===== config.mk =====
export PLATFORM = sky130hd
export DESIGN_NAME = washing_machine_ctrl
export DESIGN_NICKNAME = d
export VERILOG_FILES = /design/src/rtl/wm_pkg.sv /design/src/rtl/wm_fsm.sv /design/src/rtl/wm_timer.sv /design/src/rtl/washing_machine_ctrl.sv
export SDC_FILE = /design/constraint.sdc
export NUM_CORES = 1
export LEC_CHECK = 0
export ABC_AREA = 0
export BUFFER_PORTS_ARGS = -buffer_cell sky130_fd_sc_hd__buf_2
export CAP_MARGIN = 20
export CORE_AREA = 8 8 45 47
export DETAILED_ROUTE_END_ITERATION = 8
export DIE_AREA = 0 0 53 55
export SYNTH_ARGS = -nofsm -noshare
export SYNTH_HDL_FRONTEND = slang
export SYNTH_HIERARCHICAL = 1
export SYNTH_SLANG_ARGS = --single-unit
export TNS_END_PERCENT = 5

===== constraint.sdc =====
create_clock -name clk -period 6.4 [get_ports clk]
set_clock_uncertainty 0.15 [all_clocks]
set_input_delay 0.64 -clock clk [delete_from_list [all_inputs] [get_ports clk]]
set_output_delay 0.64 -clock clk [all_outputs]
set_load 0.01 [all_outputs]

===== src/rtl/wm_pkg.sv =====
// -----------------------------------------------------------------------------
// wm_pkg
// Shared definitions for the washing-machine controller slice.
//   wm_state_e  : programme state codes (Off, FillWater, Wash, Drain, Rinse,
//                 Spin, Done); code 3'b111 is never produced.
//   CNT_W       : width of the phase timer counter.
//   *_T_DEF     : default phase durations in clock cycles.
//   is_active() : true for the five phases in which the machine is busy.
// -----------------------------------------------------------------------------
package wm_pkg;

   typedef enum logic [2:0] {
      OFF        = 3'b000,
      FILL_WATER = 3'b001,
      WASH       = 3'b010,
      DRAIN      = 3'b011,
      RINSE      = 3'b100,
      SPIN       = 3'b101,
      DONE       = 3'b110
   } wm_state_e;

   localparam int CNT_W = 4;

   localparam int FILL_T_DEF  = 4;
   localparam int WASH_T_DEF  = 8;
   localparam int DRAIN_T_DEF = 4;
   localparam int RINSE_T_DEF = 6;
   localparam int SPIN_T_DEF  = 8;

   // The machine counts as busy (and the timer runs) only in these phases.
   function automatic logic is_active(input wm_state_e s);
      return (s == FILL_WATER) || (s == WASH) || (s == DRAIN) ||
             (s == RINSE) || (s == SPIN);
   endfunction

endpackage


===== src/rtl/wm_fsm.sv =====
// -----------------------------------------------------------------------------
// wm_fsm
// Programme sequencer: Off -> FillWater -> Wash -> Drain -> Rinse -> Spin ->
// Done -> Off, advancing from an active phase only on the timer's terminal.
// Optional build macro WM_START_EDGE_EN: when defined, Off is left only on a
// rising edge of start_button; otherwise start is level-sensitive.
// Ports:
//   clk          in   system clock, rising edge
//   reset        in   synchronous active-high reset
//   start_button in   start request, only looked at in Off
//   pause_button in   freezes progress in active phases, blocks start in Off
//   terminal     in   last cycle of the current phase (from the timer)
//   enable       out  timer enable: active phase and not paused
//   phase_len    out  duration of the current phase in cycles
//   out          out  busy flag, registered
// -----------------------------------------------------------------------------
module wm_fsm
   import wm_pkg::*;
#(
   parameter int FILL_T  = FILL_T_DEF,
   parameter int WASH_T  = WASH_T_DEF,
   parameter int DRAIN_T = DRAIN_T_DEF,
   parameter int RINSE_T = RINSE_T_DEF,
   parameter int SPIN_T  = SPIN_T_DEF
)
(
   input  logic             clk,
   input  logic             reset,
   input  logic             start_button,
   input  logic             pause_button,
   input  logic             terminal,
   output logic             enable,
   output logic [CNT_W:0]   phase_len,
   output logic             out
);

   wm_state_e state;
   wm_state_e next_state;
   logic      start_ok;

`ifdef WM_START_EDGE_EN
   logic start_prev;

   // Remember last cycle's button level so only a 0->1 change starts a run;
   // a button held through Done therefore does not restart the machine.
   always_ff @(posedge clk) begin
      if (reset) begin
         start_prev <= 1'b0;
      end else begin
         start_prev <= start_button;
      end
   end

   assign start_ok = start_button && !start_prev;
`else
   assign start_ok = start_button;
`endif

   assign enable = is_active(state) && !pause_button;

   // Pick the duration of whichever phase we are in; outside the active
   // phases the length is irrelevant because the timer is not enabled.
   always_comb begin
      phase_len = '0;
      case (state)
         FILL_WATER: phase_len = (CNT_W+1)'(FILL_T);
         WASH:       phase_len = (CNT_W+1)'(WASH_T);
         DRAIN:      phase_len = (CNT_W+1)'(DRAIN_T);
         RINSE:      phase_len = (CNT_W+1)'(RINSE_T);
         SPIN:       phase_len = (CNT_W+1)'(SPIN_T);
         default:    phase_len = '0;
      endcase
   end

   // Each state either holds or moves to its successor. Terminal already
   // folds in the pause, so a paused phase holds automatically. Done always
   // returns to Off regardless of the buttons.
   always_comb begin
      next_state = state;
      case (state)
         OFF:        if (start_ok && !pause_button) next_state = FILL_WATER;
         FILL_WATER: if (terminal) next_state = WASH;
         WASH:       if (terminal) next_state = DRAIN;
         DRAIN:      if (terminal) next_state = RINSE;
         RINSE:      if (terminal) next_state = SPIN;
         SPIN:       if (terminal) next_state = DONE;
         DONE:       next_state = OFF;
         default:    next_state = OFF;
      endcase
   end

   // State register. The busy flag is loaded from next_state so it rises in
   // the same cycle state becomes FillWater and drops as state becomes Done.
   always_ff @(posedge clk) begin
      if (reset) begin
         state <= OFF;
         out   <= 1'b0;
      end else begin
         state <= next_state;
         out   <= is_active(next_state);
      end
   end

endmodule


===== src/rtl/wm_timer.sv =====
// -----------------------------------------------------------------------------
// wm_timer
// Phase timer: counts un-paused cycles of the current phase and flags the
// last one so the sequencer can advance.
// Ports:
//   clk       in   system clock, rising edge
//   reset     in   synchronous active-high reset, clears the counter
//   enable    in   phase active and not paused
//   phase_len in   length of the current phase in cycles (1..16)
//   terminal  out  high on the last enabled cycle of the phase
// -----------------------------------------------------------------------------
module wm_timer
   import wm_pkg::*;
(
   input  logic             clk,
   input  logic             reset,
   input  logic             enable,
   input  logic [CNT_W:0]   phase_len,
   output logic             terminal
);

   localparam logic [CNT_W:0] LenOne = (CNT_W+1)'(1);

   logic [CNT_W-1:0] counter;

   // Terminal count is compared one bit wider so a 16-cycle phase ends at 15
   // without the counter ever needing to hold 16.
   assign terminal = enable && ({1'b0, counter} == (phase_len - LenOne));

   // The counter clears on the same edge the phase advances, so it starts each
   // phase at zero and sits at zero in Off and Done where enable is low.
   always_ff @(posedge clk) begin
      if (reset) begin
         counter <= '0;
      end else if (terminal) begin
         counter <= '0;
      end else if (enable) begin
         counter <= counter + CNT_W'(1);
      end
   end

endmodule


===== src/rtl/washing_machine_ctrl.sv =====
// -----------------------------------------------------------------------------
// washing_machine_ctrl
// Top-level washing-machine sequencer: sequencer fsm_1 plus phase timer T_1.
// Optional build macro WM_START_EDGE_EN (see wm_fsm) makes start edge-triggered.
// Ports:
//   clk          in   system clock, rising edge
//   reset        in   synchronous active-high reset
//   start_button in   start request (level)
//   pause_button in   pause request (level), high freezes progress
//   out          out  busy: high in FillWater, Wash, Drain, Rinse and Spin
// -----------------------------------------------------------------------------
module washing_machine_ctrl
   import wm_pkg::*;
#(
   parameter int FILL_T  = FILL_T_DEF,
   parameter int WASH_T  = WASH_T_DEF,
   parameter int DRAIN_T = DRAIN_T_DEF,
   parameter int RINSE_T = RINSE_T_DEF,
   parameter int SPIN_T  = SPIN_T_DEF
)
(
   input  logic clk,
   input  logic reset,
   input  logic start_button,
   input  logic pause_button,
   output logic out
);

   logic             enable;
   logic             terminal;
   logic [CNT_W:0]   phase_len;

   wm_fsm #(
      .FILL_T  (FILL_T),
      .WASH_T  (WASH_T),
      .DRAIN_T (DRAIN_T),
      .RINSE_T (RINSE_T),
      .SPIN_T  (SPIN_T)
   ) fsm_1 (
      .clk          (clk),
      .reset        (reset),
      .start_button (start_button),
      .pause_button (pause_button),
      .terminal     (terminal),
      .enable       (enable),
      .phase_len    (phase_len),
      .out          (out)
   );

   wm_timer T_1 (
      .clk       (clk),
      .reset     (reset),
      .enable    (enable),
      .phase_len (phase_len),
      .terminal  (terminal)
   );

endmodule


; After elaboration in Yosys (flattened, before gate mapping)
; Cells that the tools add are included.
[word_totals]
in_bits = 4
ff_bits = 8
[op_classes]
n_reduce_logical = 16
eq_ne = 11
addsub = 2
mux = 8
[op_table]
columns = op, n
row1 = 2-to-1 mux 3 bit, 6
row2 = one-hot mux 3 bit (6 select lines), 1
row3 = "== test 3 x 2 -> 1 bit, second input constant", 4
row4 = "== test 3 bit, second input constant", 4
row5 = one-hot mux 4 bit (3 select lines), 1
row6 = logical OR 1 bit, 8
row7 = "== test 3 x 1 -> 1 bit, second input constant", 2
row8 = OR reduction 2 bit, 3
row9 = == test 4 x 5 -> 1 bit, 1
row10 = "subtractor 4 x 1 -> 5 bit, second input constant", 1
row11 = "adder 4 x 1 -> 4 bit, second input constant", 1
row12 = logical AND 1 bit, 3
row13 = zero test 3 bit, 1
row14 = zero test 1 bit, 1

; Depth between registers and ports, before layout
; Gate-level depths: netlist (run 1).
[logic_depth]
depth_word = 14
depth_mapped = 10
depth_no_buf = 10

; Hierarchy
; Netlist (run 1), hierarchy kept.
[modules_own_cells]
columns = mod, seq_area_each_um2, area_each_um2, instances, cells_each
row1 = wm_timer, 80.1, 292.8, 1, 32
row2 = wm_fsm, 80.1, 262.8, 1, 32

; Worst setup path after synthesis (run 1)
; Ideal clock, no wire load.
[synth_timing]
path_type = flip-flop to flip-flop
startpoint = register fsm_1.state[1]
endpoint = register fsm_1.state[1]
arrival_ns = 1.979
stages_incl_launch_ff = 11
required_ns = 6.180
setup_slack_ns = 4.201
period_less_slack_ns = 2.199
path_buffers = 0
path_cell_list = dfxtp_1 > nor2_2 > and2_2 > inv_1 > ha_1 > nand4b_1 > a21o_1 > a211oi_2 > nand2_1 > or2_0 > a21oi_1
[synth_between]
elab_cells_between_ends = 24
[synth_lines]
columns = item, line
row1 = start: declaration, wm_fsm.sv:37  ; wm_state_e state;
row2 = start signal: assignment, wm_fsm.sv:99  ; state <= next_state;
row3 = == test 3 bit (tied with other cells), wm_fsm.sv:65  ; case (state)
row4 = OR reduction 2 bit (no line), n/a
row5 = one-hot mux 4 bit (3 select lines) (*), wm_fsm.sv:65
row6 = named net phase_len[1], washing_machine_ctrl.sv:31  ; logic [CNT_W:0] phase_len;
row7 = subtractor 4 x 1 -> 5 bit (*), wm_timer.sv:28  ; assign terminal = enable && ({1'b0, counter} == (phase_len - LenOne));
row8 = == test 4 x 5 -> 1 bit (*), wm_timer.sv:28
row9 = logical AND 1 bit (*), wm_timer.sv:28
row10 = named net terminal, washing_machine_ctrl.sv:30  ; logic terminal;
row11 = 2-to-1 mux 3 bit (on tied branches), n/a
row12 = one-hot mux 3 bit (6 select lines) (*), wm_fsm.sv:80  ; case (state)
; The timed path passes the listed nets; every way through them passes the cells marked *.
; A chain may end at the register's enable or synchronous reset.

; Final worst setup path (run 1)
[layout_timing]
startpoint = register fsm_1.state[2]
endpoint = register fsm_1.state[1]
; The elaborated chain is that of the path after synthesis.

==> flow_summary.ini, run 1 <==
[synth]
synthTopCellsByArea = dfxtp_1 29%, xnor2_1 6.3%, xor2_1 6.3%
synth_cell_types = 31
synth.yosys.warnings = 6
synth-seq-cells = 8
yosysTopAreaCellShare = 0.288
syn_area_per_cell_um2 = 8.68
synth_top_cell_by_area = dfxtp_1
synth_area_um2 = 556
synth.yosys.seq_area_share = 0.288
syn_inst = 64

[clock_network]
postCtsHoldBufs = 0
clock-sinks = 8
clk_latency_ps = 250
cts_tree = done
clock_path_buffers = 2
ctsResizeCount = 0
root_buffer = clkbuf_4
cts_setup_buffers = 0
clkTransAtPathRegs_ps = 50
h-tree-depth = 1
cts_made_buffers = 3

[placed_design]
gp_congestion = 0.753
hpwlAfterDp_um = 748
io_buffer_count = 4

[die]
core_mm2 = 0.00138
io_pins = 5
die_w_um = 53
dieArea_mm2 = 0.00292
fp.dieH_um = 55
rows = 14
initial_core_util = 0.401

[cells_and_area]
drive_gt1_frac = 0.159
layout_commonest_cell = dfxtp_1
final_cell_mix = 8 x dfxtp_1, 6 x nor3_1, 5 x nand2_1
syn2layout_area_growth_pct = 6.53
finalCoreUtilization = 0.428
insertedDiodeCount = 0
nets = 77

[global_routing]
grt_start_max_net_pins = 11
grt_pass1_wl_um = 1660
antenna_found_initial = 0
grt_pass1_vias = 390
grt_usage = 0.0771
grt_overflow = 0

[worst_setup_path]
crit_path_start_kind = flip-flop
cp_max_fo = 10
critical_path_class = flip-flop to flip-flop
critPathLaunch = fsm_1/state[2]$_SDFF_PP0_
ff2ff_path_depth = 8
critPathCaptureType = flip-flop
r2r_slack_ps = 3830
r2r_start = fsm_1/state[2]$_SDFF_PP0_
required_ps = 6430
cp.arrival_ps = 2600
reg2reg_to = fsm_1/state[1]$_SDFF_PP0_

[job]
drv_cap = 0

[power_and_ir_drop]
power_frac_seq = 0.510
p_sw_frac = 0.237
switchingPower_w = 0.0000246
intPower_w = 0.0000791
p_leak_nw = 0.229
clock_power_share = 0.367
peakVddDrop_v = 0.0000777
p_per_area_mw_per_mm2 = 175
power_frac_comb = 0.123

[sta]
slew_viol_final = 0
finalSetupTns_ps = 0
fin_crit_sh = 0.401
tightest_slew_ps = 504
rsz0062_at_grt = false
finalHoldViolCount = 0
relSlewSlack = 0.663
fmaxAchievable_ghz = 0.390
setup_violations = 0
period_needed_ps = 2570

[routing]
postRouteAntennaNets = 0
viasPerCell = 4.92
drt-total-wl_um = 959
drt_iter0_markers = 5
first_pass_iters = 4
post_drt_wl_per_cell_um = 11.3
drc = 0
vias = 418

[worst_hold_path]
holdCritStartpoint = fsm_1/state[0]$_SDFF_PP0_
hold_path_class = flip-flop to flip-flop
worstHoldEndpoint = fsm_1/state[2]$_SDFF_PP0_
min_path_cells = 2

[status]
outcome = finished, final reports clean
==> synth_stat cells <==
cell	n
nor3_1	6
nand3b_1	1
mux2_4	1
nor2_2	1
dfxtp_1	8
xnor2_1	4
buf_4	2
a211oi_2	1
and4bb_1	1
nor2b_1	1
nand4b_1	1
ha_1	2
conb_1	1
nor2_1	2
or2_0	1
and2_2	1
nand3_1	2
inv_1	2
mux2i_1	1
o22ai_1	1
nand4_1	1
a21oi_1	3
nand2_1	5
a22oi_1	1
a21o_1	2
buf_8	1
nand2b_1	4
o21ai_0	1
xor2_1	4
and4b_1	1
o21ba_1	1
==> flip-flops by register name, indices dropped and copies added, names as in the netlist <==
signal       cells
fsm_1/state      3
fsm_1/out        1
T_1/counter      4
==> area by class of cell <==
cell class                 instances  area [um^2]
clock buffer                       3         22.5
fill                             135          792
inverter                           2         7.51
multi-input combinational         52          362
sequential                         8          160
tap                               16         20.0
timing repair buffer               4         20.0
==> layer usage <==
metal	share of wire	track usage	vias to the layer above	wire, um
li1	-	-	230	-
met1	0.50	0.0884	183	476
met2	0.47	0.115	5	449
met3	0.034	0.0241	0	33
met4	0	0.0647	0	0
met5	0	0	-	0
==> how the worst max path moves through the flow <==
stage	to	slack [ps]	cells after the start
final	fsm_1/state[1]$_SDFF_PP0_	3830	8
after global routing	fsm_1/state[1]$_SDFF_PP0_	3560	8
after CTS	fsm_1/state[1]$_SDFF_PP0_	3860	10
after detailed placement	fsm_1/state[1]$_SDFF_PP0_	3870	8
after global placement	fsm_1/state[1]$_SDFF_PP0_	3840	8
after floorplan	fsm_1/state[1]$_SDFF_PP0_	4200	10
==> stage by stage <==
stage          instances  power (W)  instance area [um^2]  setup WS, ps  hold WS [ps]
6_report              85   0.000104                   592          3830           420
5_1_grt               85   0.000111                   592          3560           456
4_1_cts               85   0.000107                   592          3860           424
3_3_place_gp          82  0.0000664                   569          3840           411
3_5_place_dp          82  0.0000668                   569          3870           406
2_1_floorplan         65  0.0000642                   559          4200           368
==> worst max-delay path, stage by stage (launching register included) <==
cell      delay (ps)
dfxtp_1          500
nand2_1           90
o22ai_1          320
o21ba_1          280
nand3_1          110
a211oi_2         480
nand2_1          190
or2_0            240
a21oi_1          140
==> power by group through the flow <==
stage	sequential, W	combinational, W	clock [W]
3_3_place_gp	0.0000540	0.0000125	0
2_1_floorplan	0.0000539	0.0000102	0
6_report	0.0000529	0.0000128	0.0000380
5_1_grt	0.0000532	0.0000143	0.0000438
4_1_cts	0.0000529	0.0000129	0.0000411
3_5_place_dp	0.0000540	0.0000128	0
==> cells by family after synthesis <==
family / count (synthesis) / synth area share
XOR/XNOR: 8 / 0.126
AND/OR/NAND/NOR: 28 / 0.293
buffers and inverters: 5 / 0.0676
AO/OA/AOI/OAI: 10 / 0.128
other: 1 / 0.00675
flip-flops: 8 / 0.288
multiplexers: 2 / 0.0450
adder cells (fa/ha/maj): 2 / 0.0450
(Power assumes the default switching activity.)
==> inputs of run 2 (changes only) <==
==> constraint.sdc (replaced) <==
create_clock -name clk -period 2.13 [get_ports clk]
set_clock_uncertainty 0.15 [all_clocks]
set_input_delay 0.213 -clock clk [delete_from_list [all_inputs] [get_ports clk]]
set_output_delay 0.213 -clock clk [all_outputs]
set_load 0.01 [all_outputs]
==> flow_summary.ini, run 2 (synthesis gave the netlist of run 1 again) <==
[status]
outcome = finished, final reports clean

[clock_network]
postCtsHoldBufs = 0
cts_made_buffers = 3
clk_latency_ps = 260
h-tree-depth = 1
root_buffer = clkbuf_4
clkTransAtPathRegs_ps = 60
clock_path_buffers = 2
cts_tree = done
clock-sinks = 8

[power_and_ir_drop]
peakVddDrop_v = 0.000405
p_per_area_mw_per_mm2 = 441
p_leak_nw = 0.309
finalPower_w = 0.000333

[worst_setup_path]
ff2ff_path_depth = 11
cp.arrival_ps = 2150
required_ps = 2170
critical_path_class = flip-flop to flip-flop
crit_path_start_kind = flip-flop
critPathCaptureType = flip-flop
r2r_slack_ps = 20
cp_max_fo = 4

[sta]
setup_violations = 0
period_needed_ps = 2110
finalHoldViolCount = 0
fmaxAchievable_ghz = 0.474
rsz0062_at_grt = true
slew_viol_final = 0
fin_crit_sh = 0.991
setup_ws_ps = 18.9

[routing]
drc = 0
post_drt_wl_per_cell_um = 11.5
viasPerCell = 4.98
drt_iter0_markers = 5
drt-total-wl_um = 1130
first_pass_iters = 4
vias = 488
postRouteAntennaNets = 0

[cells_and_area]
insertedDiodeCount = 0
fin_cells = 98
largest_reg_flops = 4
layout_commonest_cell = buf_4
n_fill_cell = 137
seqCellArea_um2 = 169
reg.largest.list = T_1/counter: 4 flops, fsm_1/state: 3 flops, fsm_1/out: 1 flops
final_cell_mix = 11 x buf_4, 6 x nor3_1, 5 x dfxtp_1
multi_input_area_um2 = 418
top_register = T_1/counter
nets = 89
syn2layout_area_growth_pct = 35.8
drive_gt1_frac = 0.415

[global_routing]
grt_pass1_vias = 476
grt_overflow = 0
grt_pass1_wl_um = 1860
antenna_found_initial = 0
grt_start_max_net_pins = 8
grt_usage = 0.0860

[worst_hold_path]
hold_path_class = primary input to flip-flop
min_path_cells = 2

[placed_design]
placedCellCount = 91
io_buffer_count = 4
place_ws_ps = -28.8
gp_congestion = 0.797
hpwlAfterDp_um = 816

[job]
drv_cap = 0

[die]
core_mm2 = 0.00138
rows = 14
die_w_um = 53
dieArea_mm2 = 0.00292
fp.dieH_um = 55
io_pins = 5
initial_core_util = 0.401
## run 2: worst max-delay path, stage by stage (launching register included)
cell	delay, ps
dfxtp_4	350
nor2_4	100
and2_4	150
inv_2	40
ha_4	160
nand3b_1	150
a21o_1	210
a211oi_4	280
buf_4	160
buf_6	80
nand3_2	60
a21oi_2	140
## run 2: what timing repair did
action                     CTS  global route
resized for setup            3             7
hold endpoints to repair     0             0
setup endpoints to repair    2             6
pin swaps                    4             6
buffers inserted             3             0
## run 2: final timing paths
path	start	end
worst max-delay path	fsm_1/state[1]$_SDFF_PP0_	fsm_1/state[2]$_SDFF_PP0_
worst min-delay path	reset	fsm_1/state[2]$_SDFF_PP0_
worst max register to register	fsm_1/state[1]$_SDFF_PP0_	fsm_1/state[2]$_SDFF_PP0_
worst min register to register	T_1/counter[0]$_SDFFE_PP0P_	T_1/counter[0]$_SDFFE_PP0P_
## run 2: through the flow
step	hold WS, ps	utilization	area, um^2	setup TNS, ps
2_1_floorplan	125	-	586	-6.23
3_3_place_gp	330	0.479	663	-64.5
3_5_place_dp	324	0.479	663	-28.8
4_1_cts	48.1	0.524	724	0
5_1_grt	49.4	0.545	754	-207
6_report	52.0	0.545	754	0
## run 2: power breakdown
group	leakage (nW)	internal, W	switching, W
clock	0.0150	0.0000716	0.0000514
sequential	0.0670	0.000153	0.00000443
combinational	0.227	0.0000276	0.0000251
total	0.309	0.000252	0.0000809
## run 2: metal layers
metal,global-route usage,part of all wire
met1,0.102,0.52
met2,0.127,0.43
met3,0.0267,0.035
met4,0.0647,0.019
met5,0,0
## run 2: final cells by class
cell class	count	share of cell area
timing repair buffer	16	0.151
clock buffer	4	0.0348
inverter	2	0.00995
multi-input combinational	52	0.554
tap	16	0.0265
sequential	8	0.224
